File: src/rtl/prod_accum.sv
// Frame accumulator for multiplier products: sums up to LEN products per frame and
// presents sum/count/overflow on a valid/ready handshake. Optional macro: PROD_ACCUM_SAT_EN.
module prod_accum #(
   parameter int PROD_W = 32,
   parameter int ACC_W  = 40,
   parameter int LEN    = 16,
   parameter int CNT_W  = $clog2(LEN + 1)
) (
   input  logic              clk,
   input  logic              rst,
   input  logic              in_valid,
   output logic              in_ready,
   input  logic [PROD_W-1:0] in_prod,
   input  logic              in_last,
   output logic              out_valid,
   input  logic              out_ready,
   output logic [ACC_W-1:0]  out_sum,
   output logic [CNT_W-1:0]  out_count,
   output logic              out_ovf
);

   typedef enum logic [0:0] {
      ACCUM = 1'b0,
      HOLD  = 1'b1
   } state_t;

   localparam logic [CNT_W-1:0] LAST_CNT = CNT_W'(LEN - 1);
   localparam logic [CNT_W-1:0] CNT_ONE  = {{(CNT_W-1){1'b0}}, 1'b1};

   state_t             state_r;
   state_t             state_nxt_s;
   logic [ACC_W-1:0]   acc_r;
   logic [CNT_W-1:0]   cnt_r;
   logic               ovf_r;
   logic [ACC_W:0]     sum_s;
   logic               carry_s;
   logic [ACC_W-1:0]   acc_nxt_s;
   logic               accept_s;
   logic               release_s;
   logic               in_ready_s;
   logic               out_valid_s;

   // Widened add; the extra top bit is the carry out of the accumulator.
   always_comb begin
      sum_s   = {1'b0, acc_r} + {{(ACC_W + 1 - PROD_W){1'b0}}, in_prod};
      carry_s = sum_s[ACC_W];
`ifdef PROD_ACCUM_SAT_EN
      if (carry_s || ovf_r) begin
         acc_nxt_s = {ACC_W{1'b1}};
      end else begin
         acc_nxt_s = sum_s[ACC_W-1:0];
      end
`else
      acc_nxt_s = sum_s[ACC_W-1:0];
`endif
   end

   // Next-state and handshake decode, driven only by registered state plus qualifiers.
   always_comb begin
      state_nxt_s = state_r;
      in_ready_s  = 1'b0;
      out_valid_s = 1'b0;
      accept_s    = 1'b0;
      release_s   = 1'b0;
      case (state_r)
         ACCUM: begin
            in_ready_s = 1'b1;
            accept_s   = in_valid;
            if (in_valid && (in_last || (cnt_r == LAST_CNT))) begin
               state_nxt_s = HOLD;
            end else begin
               state_nxt_s = ACCUM;
            end
         end
         HOLD: begin
            out_valid_s = 1'b1;
            release_s   = out_ready;
            if (out_ready) begin
               state_nxt_s = ACCUM;
            end else begin
               state_nxt_s = HOLD;
            end
         end
         default: begin
            state_nxt_s = ACCUM;
         end
      endcase
   end

   // FSM state register.
   always_ff @(posedge clk or posedge rst) begin
      if (rst) begin
         state_r <= ACCUM;
      end else begin
         state_r <= state_nxt_s;
      end
   end

   // Accumulator, product count and sticky overflow; cleared when the result is taken.
   always_ff @(posedge clk or posedge rst) begin
      if (rst) begin
         acc_r <= {ACC_W{1'b0}};
         cnt_r <= {CNT_W{1'b0}};
         ovf_r <= 1'b0;
      end else if (release_s) begin
         acc_r <= {ACC_W{1'b0}};
         cnt_r <= {CNT_W{1'b0}};
         ovf_r <= 1'b0;
      end else if (accept_s) begin
         acc_r <= acc_nxt_s;
         cnt_r <= cnt_r + CNT_ONE;
         ovf_r <= ovf_r | carry_s;
      end else begin
         acc_r <= acc_r;
         cnt_r <= cnt_r;
         ovf_r <= ovf_r;
      end
   end

   assign in_ready  = in_ready_s;
   assign out_valid = out_valid_s;
   assign out_sum   = acc_r;
   assign out_count = cnt_r;
   assign out_ovf   = ovf_r;

endmodule

File: config.mk
export PLATFORM = sky130hd
export DESIGN_NAME = prod_accum
export DESIGN_NICKNAME = d
export VERILOG_FILES = /design/src/rtl/prod_accum.sv
export SDC_FILE = /design/constraint.sdc
export NUM_CORES = 1
export LEC_CHECK = 0
export CAP_MARGIN = 20
export CORE_MARGIN = 5
export CORE_UTILIZATION = 65
export CTS_CLUSTER_DIAMETER = 100
export DETAILED_ROUTE_END_ITERATION = 10
export DONT_BUFFER_PORTS = 1
export PLACE_DENSITY = 0.85
export SLEW_MARGIN = 20
export SYNTH_ARGS = -nofsm -noshare
export SYNTH_HDL_FRONTEND = slang
export SYNTH_SLANG_ARGS = --single-unit
export TNS_END_PERCENT = 30
File: constraint.sdc
create_clock -name clk -period 3.7 [get_ports clk]
set_clock_uncertainty 0.2 [all_clocks]
set_input_delay 0.555 -clock clk [delete_from_list [all_inputs] [get_ports clk]]
set_output_delay 0.555 -clock clk [all_outputs]
set_load 0.05 [all_outputs]
==> flow_summary.toml <==
[logic_synthesis]
syn_area_per_cell_sq_um = 8.846
synthCells = 414
synth_warnings = 0
yosys_most_used_dff = "dfrtp_1"
syn_nets = 486
synthArstFlopShare_pct = 100.0
ys_types = 54
synth_edf_count = 0
ys_ff_latch = 47
yosysSeqAreaShare_pct = 32.11
synth_area_sq_um = 3662

[sta]
setup_viol = 0
period_needed_ns = 3.283
worst_pin_slew_ns = 0.9740
clock.fmax_ghz = 0.3046
report.final.hold_viol_count = 0
tns_ns = 0
fin_crit_sh_pct = 88.74
finalMaxSlewViolations = 0
rsz0062_at_grt = "false"
finalWorstSetupSlack_ns = 0.4166
relSlewSlack_pct = 34.91

[critical_path]
cp-end-kind = "flop"
reg2reg_slack_ns = 0.42
rr_endpoint = "out_sum[26]"
reg2reg_depth = 10
path_class = "flop to flop"
critPathMaxFanout = 4
cp.required_ns = 3.65
r2r-start = "out_sum[2]"
cp-startpoint = "out_sum[2]"
arrival_ns = 3.24
start_kind = "flop"

[detailed_routing]
wirelength_mm = 8.804
drt_iter0_markers = 109
viasPerCell = 6.386
remaining_drc_errors = 0
ant_nets = 0
num_vias = 3097
firstDrtPassIters = 4
wl_per_cell_um = 18.15

[final_layout]
area_growth_pct = 3.827
drive_gt1_share_pct = 9.201
antenna_cells = 0
fin_cells = 485
nets = 484

[cts]
cts-root-buf = "clkbuf_8"
cts_tree = "yes"
cts.clk_slew.worst_paths_ns = 0.10
cts_buffers = 5
ctsLongestPathBuffers = 2
post_cts_resized = 0
postCtsSetupRepairBufs = 0
cts-hold-fix-buffers = 0
htreeDepth = 2
clk_latency_ns = 0.30
cts_num_sinks = 47

[grt]
grt_pass1_vias = 3120
grt_max_degree = 48
grt_pass1_wl_mm = 14.81
gr-total-overflow = 0
antenna_found_initial = 0
track_usage_pct = 24.93

[power]
p_comb_share_pct = 51.9
p_leak_uw = 0.001828
p_per_area_nw_per_um2 = 992.3
p_seq_share_pct = 37.6
switchingPower_uw = 2096
p_sw_share_pct = 55.56
ir_drop_v = 0.0006125
p_int_uw = 1677
p_clk_share_pct = 10.5

[worst_hold_path]
hold_path_class = "primary input to async pin"

[placement]
hpwl_mm = 6.728
place_congestion = 0.8747
dp.cells = 477
io_buffers = 0
dp_slack_ns = 0.3481

[floorplan]
start_util_pct = 66.51
num_rows = 27
core_sq_um = 5507
die_w_um = 85.06
die-area_sq_um = 7235
io_pins = 85
die_h_um = 85.06

[run_status]
status = "finished clean"

[job]
drv_cap = 0
[Yosys cell counts (3+ instances only)]
cell	instances	share of area, %
nand2_1	68	7.0
dfrtp_1	47	32
o21ai_0	36	4.9
ha_1	34	12
a21oi_1	29	4.0
nor2_1	20	2.0
a21o_1	17	3.5
xor2_1	14	3.3
xnor2_1	13	3.1
nand3_1	11	1.5
inv_1	10	1.0
mux2i_1	9	2.5
o21ai_1	8	1.1
o21bai_1	8	1.6
nand4_1	7	1.2
buf_4	6	1.2
buf_6	6	1.8
clkbuf_1	6	0.61
a22o_1	5	1.2
and3_1	5	0.85
a41oi_1	4	0.96
nor2b_1	4	0.68
o21a_1	4	0.82
nor3_1	3	0.41
o31ai_1	3	0.61
[layer usage]
metal	track usage [%]	wire (um)
met4	6.906	154
met2	44.00	4451
met1	29.44	3557
met5	0	0
met3	7.184	641
[critical path, stage by stage, from the launching register on]
cell      delay (ns)
dfrtp_1         0.70
ha_1            0.40
a21oi_1         0.24
nor2_1          0.10
o211ai_1        0.26
a21oi_1         0.17
o41ai_2         0.36
o21ai_1         0.19
a41oi_1         0.29
xor2_1          0.17
o21ai_1         0.07
[worst max-delay path by stage]
stage	cells after the start	slack (ns)	end
2_1_floorplan	11	0.65	out_sum[26]
3_3_place_gp	11	0.51	out_sum[26]
3_5_place_dp	11	0.35	out_sum[26]
4_1_cts	9	0.43	out_sum[33]
5_1_grt	10	0.18	out_sum[26]
6_report	10	0.42	out_sum[26]
[cells by family after synthesis]
family | count (synthesis) | share of synthesized area [%]
mux | 9 | 2.460
flops | 47 | 32.11
fa+ha+maj | 35 | 12.16
buf+inv | 28 | 4.715
compound gates | 138 | 25.73
simple gates | 130 | 16.37
xor+xnor | 27 | 6.457
[layout make-up]
type | instances | area [sq um]
multi-input combinational | 339 | 2313
inverter | 10 | 38.79
sequential | 47 | 1176
tap | 72 | 90.09
clock inverter | 3 | 47.55
timing repair buffer | 9 | 67.56
clock buffer | 5 | 68.82
fill | 450 | 1704
[state kept, by name, indices dropped and copies added, names as in the netlist]
| name | cells |
|---|---|
| out_sum | 40 |
| out_ovf | 1 |
| out_count | 5 |
| state_r | 1 |
[power groups by stage]
stage               registers (uW)  clock network [uW]  logic, uW
floorplan                     1490                   0       1510
global placement              1420                   0       1880
detailed placement            1430                   0       1940
CTS                           1420                 401       1950
global route                  1450                 424       2190
finish                        1420                 398       1960
[through the flow]
step	hold WS (ns)	power [uW]	util, %	cell area, sq um
2_1_floorplan	0.4448	3001	-	3662
3_3_place_gp	0.3987	3300	66.92	3685
4_1_cts	0.1249	3768	69.03	3801
6_report	0.05219	3773	69.05	3802
3_5_place_dp	0.4230	3368	66.92	3685
5_1_grt	0.1261	4059	69.05	3802
[placed cells by master (no fill, tap or decap), drive strengths merged, types with 7 or more instances in the layout]
cell type,n
mux2i,9
a21o,19
o21ai,45
a21oi,31
dfrtp,47
xor2,14
ha,34
nor2,20
nand4,7
o21bai,9
buf,9
nand3,12
inv,10
nand2,68
xnor2,13
Note: power is estimated with default switching activity, not from simulation.
